$ cat src/rtl/sqrt_pkg.sv
// Shared widths, iteration count and FSM encoding for the integer square-root unit.
package sqrt_pkg;
    localparam int SQRT_IN_W    = 16;
    localparam int SQRT_OUT_W   = 8;
    localparam int SQRT_ITER    = 8;
    localparam int SQRT_CNT_W   = $clog2(SQRT_ITER);
    localparam int SQRT_REM_W   = 11;
    localparam int SQRT_TRIAL_W = 10;

    typedef enum logic [1:0] {
        IDLE = 2'd0,
        CALC = 2'd1,
        DONE = 2'd2
    } sqrt_state_t;
endpackage

$ cat src/rtl/sqrt_step.sv
// One restoring digit-by-digit square-root iteration; consumes two radicand bits.
// Purely combinational, zero latency; no flow control.
module sqrt_step
    import sqrt_pkg::*;
(
    input  logic [SQRT_REM_W-1:0] rem,
    input  logic [1:0]            bits,
    input  logic [SQRT_OUT_W-1:0] root,
    output logic [SQRT_REM_W-1:0] rem_nxt,
    output logic [SQRT_OUT_W-1:0] root_nxt
);
    logic [SQRT_REM_W-1:0]   rem_sh;
    logic [SQRT_TRIAL_W-1:0] trial;
    logic                    fits;

    // rem never exceeds 2*root, so its top two bits are always zero before the shift.
    always_comb begin
        rem_sh   = {rem[SQRT_REM_W-3:0], bits};
        trial    = {root, 2'b01};
        fits     = rem_sh >= SQRT_REM_W'(trial);
        rem_nxt  = fits ? rem_sh - SQRT_REM_W'(trial) : rem_sh;
        root_nxt = {root[SQRT_OUT_W-2:0], fits};
    end
endmodule

$ cat src/rtl/sqrt_calculator.sv
// Multi-cycle floor(sqrt) of a 16-bit radicand to an 8-bit root, one done strobe per result.
// Latency 9 cycles from the accepting edge; a start while busy is dropped and pulses error.
// SQRT_SIGNED_CHECK_EN: negative two's-complement inputs finish next cycle with out=0, error=1.
module sqrt_calculator
    import sqrt_pkg::*;
(
    input  logic                  clk,
    input  logic                  rst,
    input  logic                  start,
    input  logic [SQRT_IN_W-1:0]  in,
    output logic [SQRT_OUT_W-1:0] out,
    output logic                  error,
    output logic                  done
);
    sqrt_state_t           state;
    logic [SQRT_IN_W-1:0]  rad;
    logic [SQRT_REM_W-1:0] rem;
    logic [SQRT_OUT_W-1:0] root;
    logic [SQRT_CNT_W-1:0] cnt;
    logic                  neg;
    logic                  neg_in;
    logic [SQRT_REM_W-1:0] rem_nxt;
    logic [SQRT_OUT_W-1:0] root_nxt;

`ifdef SQRT_SIGNED_CHECK_EN
    assign neg_in = in[SQRT_IN_W-1];
`else
    assign neg_in = 1'b0;
`endif

    sqrt_step u_step (
        .rem      (rem),
        .bits     (rad[SQRT_IN_W-1:SQRT_IN_W-2]),
        .root     (root),
        .rem_nxt  (rem_nxt),
        .root_nxt (root_nxt)
    );

    always_ff @(posedge clk) begin
        if (!rst) begin
            state <= IDLE;
            rad   <= '0;
            rem   <= '0;
            root  <= '0;
            cnt   <= '0;
            neg   <= 1'b0;
            out   <= '0;
            error <= 1'b0;
            done  <= 1'b0;
        end else begin
            error <= 1'b0;
            done  <= 1'b0;
            // Result publication; a rejected negative request leaves root at 0.
            if (state == DONE) begin
                out   <= root;
                done  <= 1'b1;
                error <= neg;
            end
            case (state)
                CALC: begin
                    rem  <= rem_nxt;
                    root <= root_nxt;
                    rad  <= {rad[SQRT_IN_W-3:0], 2'b00};
                    cnt  <= cnt - 1'b1;
                    if (cnt == '0)
                        state <= DONE;
                    if (start)
                        error <= 1'b1;
                end
                default: begin
                    if (start) begin
                        rad   <= in;
                        rem   <= '0;
                        root  <= '0;
                        cnt   <= SQRT_CNT_W'(SQRT_ITER - 1);
                        neg   <= neg_in;
                        state <= neg_in ? DONE : CALC;
                    end else begin
                        state <= IDLE;
                    end
                end
            endcase
        end
    end
endmodule

$ cat config.mk
export PLATFORM = sky130hd
export DESIGN_NAME = sqrt_calculator
export DESIGN_NICKNAME = d
export VERILOG_FILES = /design/src/rtl/sqrt_pkg.sv /design/src/rtl/sqrt_step.sv /design/src/rtl/sqrt_calculator.sv
export SDC_FILE = /design/constraint.sdc
export NUM_CORES = 1
export LEC_CHECK = 0
export BUFFER_PORTS_ARGS = -buffer_cell sky130_fd_sc_hd__buf_2
export CAP_MARGIN = 25
export CORE_MARGIN = 3
export CORE_UTILIZATION = 55
export DETAILED_ROUTE_END_ITERATION = 6
export PLACE_DENSITY = 0.84
export SLEW_MARGIN = 25
export SYNTH_ARGS = -nofsm -noshare
export SYNTH_HDL_FRONTEND = slang
export SYNTH_SLANG_ARGS = --single-unit
$ cat constraint.sdc
create_clock -name clk -period 2.5 [get_ports clk]
set_input_delay 0.5 -clock clk [delete_from_list [all_inputs] [get_ports clk]]
set_output_delay 0.5 -clock clk [all_outputs]
set_load 0.05 [all_outputs]
==> impl_metrics.json <==
{
  "gp_congestion": 0.939,
  "rsz0062_at_grt": "no",
  "synth_top_area_cell": "dfxtp_1",
  "finalCriticalPeriod_ps": 2260,
  "worstPathRequired_ps": 2670,
  "cp.arrival_ps": 2430,
  "combPwrFrac_pct": 46.3,
  "cp_slowest_cell": "ha_1",
  "path_class": "register to register",
  "initial_core_util_pct": 59.2,
  "synthFlopType": "dfxtp_1",
  "core_mm2": 0.00417,
  "yosysTopAreaCellShare_pct": 38.9,
  "syn_area_per_cell_um2": 8.89,
  "async_reset_ff_share_pct": 0,
  "max_clock_freq_mhz": 443,
  "pwr-share-seq_pct": 29.7,
  "fp.dieW_um": 73.0,
  "drcViolationCount": 0,
  "diodes": 0,
  "syn_nets": 309,
  "hpwl_mm": 3.60,
  "vias": 2001,
  "fin_skew_ps": 6.17,
  "layout_commonest_cell": "nand2_1",
  "io_pins": 29,
  "tightest_slew_ps": 675,
  "crit_path_end_kind": "register",
  "synth.distinct_cells": 49,
  "drive_above_1_share_pct": 16.0,
  "hold_path_class": "input pin to register",
  "cp_max_fo": 12,
  "ys_warn_count": 0,
  "io_buffers": 28,
  "layout.cells.non_filler": 350,
  "cts-root-buf": "clkbuf_8",
  "synthCells": 278,
  "path_delay_family": "compound AO/OA/AOI/OAI gates",
  "yosysSeqAreaShare_pct": 38.9,
  "die-area_mm2": 0.00533,
  "hold_violations": 0,
  "critPathBufInv": 1,
  "slew_headroom_pct": 55.0,
  "power_mw": 3.17,
  "clock_path_buffers": 2,
  "cts_tree": "done",
  "grt_pass1_wl_mm": 8.62,
  "die_h_um": 73.0,
  "grt-ovfl-total": 0,
  "cts-resized-gates": 0,
  "post-route-period-util_pct": 90.3,
  "synth_area_leaders": "dfxtp_1 39%, nand2_1 8.7%, mux2i_1 6.5%",
  "vdd_drop_max_mv": 0.606,
  "grt_pass1_vias": 1897,
  "clock_latency_ps": 300,
  "synth_edf_count": 0,
  "status": "complete, no violations",
  "setup_tns_ps": 0,
  "p_switching_mw": 1.15,
  "place_inst": 342,
  "row_count": 23,
  "p_int_mw": 2.01,
  "power.share.clock_pct": 24.1,
  "avgRoutedWirePerCell_um": 14.1,
  "postRouteWirelength_mm": 4.94,
  "fillers": 332,
  "drt_iter0_drc": 99,
  "powerDensity_mw_per_mm2": 1140,
  "worstPathCellList": "inv_1 -> ha_1 -> nand4_1 -> o21bai_4 -> a21oi_2 -> or2_0 -> o211ai_1",
  "clk_pin_slew_ps": 90,
  "final_cell_mix": "57 x nand2_1, 48 x dfxtp_1, 28 x buf_2",
  "grt_antenna_before_repair": 0,
  "grt_max_degree": 30,
  "grtUsageTotal_pct": 20.3,
  "vias_per_cell": 5.72,
  "cts_setup_buffers": 0,
  "htree_levels": 2,
  "finalSetupViolations": 0,
  "hold_buffers": 0,
  "start_kind": "register",
  "cap_violations": 0,
  "p_leak_nw": 1.31,
  "critPathMaxStageDelay_ps": 420,
  "drt-pass1-iter-count": 4,
  "nNetsFinal": 330,
  "cts_buffers": 5,
  "synth_area_mm2": 0.00247,
  "ant_nets": 0,
  "ys_ff_latch": 48,
  "p_sw_share_pct": 36.4,
  "cts_sinks": 48,
  "syn_to_final_growth_pct": 12.3,
  "drv_slew": 0,
  "holdWs_ps": 436
}
-- final timing paths --
path                               from  endpoint  slack [ps]  cells after the start
worst max-delay path            root[3]    rem[5]         240                      7
worst min-delay path              in[0]    rad[0]         440                      3
worst max register to register  root[3]    rem[5]         240                      7
worst min register to register   out[6]    out[6]         460                      2
-- metrics by stage --
step	util [%]	worst slack, ps	area, µm²
finish	66.5	243	2770
detailed placement	62.7	263	2620
floorplan	-	416	2470
CTS	66.5	241	2770
global route	66.5	37.0	2770
global placement	62.7	346	2620
-- cell families (layout without fill, tap and decap cells) --
family | Yosys count | after routing | synth area share, %
and+or+nand+nor | 92 | 92 | 16.7
AOI/OAI and AO/OA | 72 | 72 | 24.2
DFF | 48 | 48 | 38.9
buffers and inverters | 34 | 56 | 6.18
muxes | 17 | 17 | 6.94
adders and majority gates | 12 | 12 | 6.08
xor gates and xnor gates | 3 | 3 | 1.06
-- flip-flops by register name, summed over array words and instances, names as in the netlist --
register / count
rad: 16
out: 8
rem: 9
state: 2
cnt: 3
error: 1
root: 8
done: 1
-- worst min-delay path, delay by kind of cell --
family / cells / cell delay (ps)
buf+inv: 1 / 80
mux: 1 / 60
simple gates: 1 / 70
-- synth_stat cells, types with 2 or more instances --
cell type	number
mux2i_1	16
dfxtp_1	48
a32o_1	3
o311a_1	2
or3_1	5
buf_6	3
xor2_1	2
clkbuf_1	14
and3_1	2
a21boi_0	8
nand2_1	57
o2111ai_1	2
o211ai_1	10
nor2b_1	3
o21ai_0	11
nor3_1	4
ha_1	12
o21a_1	2
inv_1	15
a21oi_1	3
o211a_1	15
buf_2	2
a21o_1	3
nand2b_1	4
nor2_1	8
-- cell type report --
| class | count | area (µm²) | area share, % |
|---|---|---|---|
| sequential | 48 | 961 | 34.6 |
| clock inverter | 3 | 90.1 | 3.25 |
| inverter | 15 | 56.3 | 2.03 |
| multi-input combinational | 196 | 1360 | 48.9 |
| tap | 50 | 62.6 | 2.26 |
| timing repair buffer | 33 | 178 | 6.41 |
| clock buffer | 5 | 68.8 | 2.48 |
-- metal layers --
layer	GRT usage, %	part of all wire, %
met3	6.34	4.9
met5	0	0
met1	27.3	47
met4	6.35	2.1
met2	31.1	46
-- power groups by stage --
stage                     logic (mW)  registers (mW)  clock network (mW)
after CTS                       1.45           0.937               0.774
after floorplan                 1.31           0.933                   0
final                           1.47           0.940               0.762
after detailed placement        1.44           0.954                   0
after global placement          1.42           0.953                   0
after global routing            1.63           0.951               0.807
(Power assumes the default switching activity.)
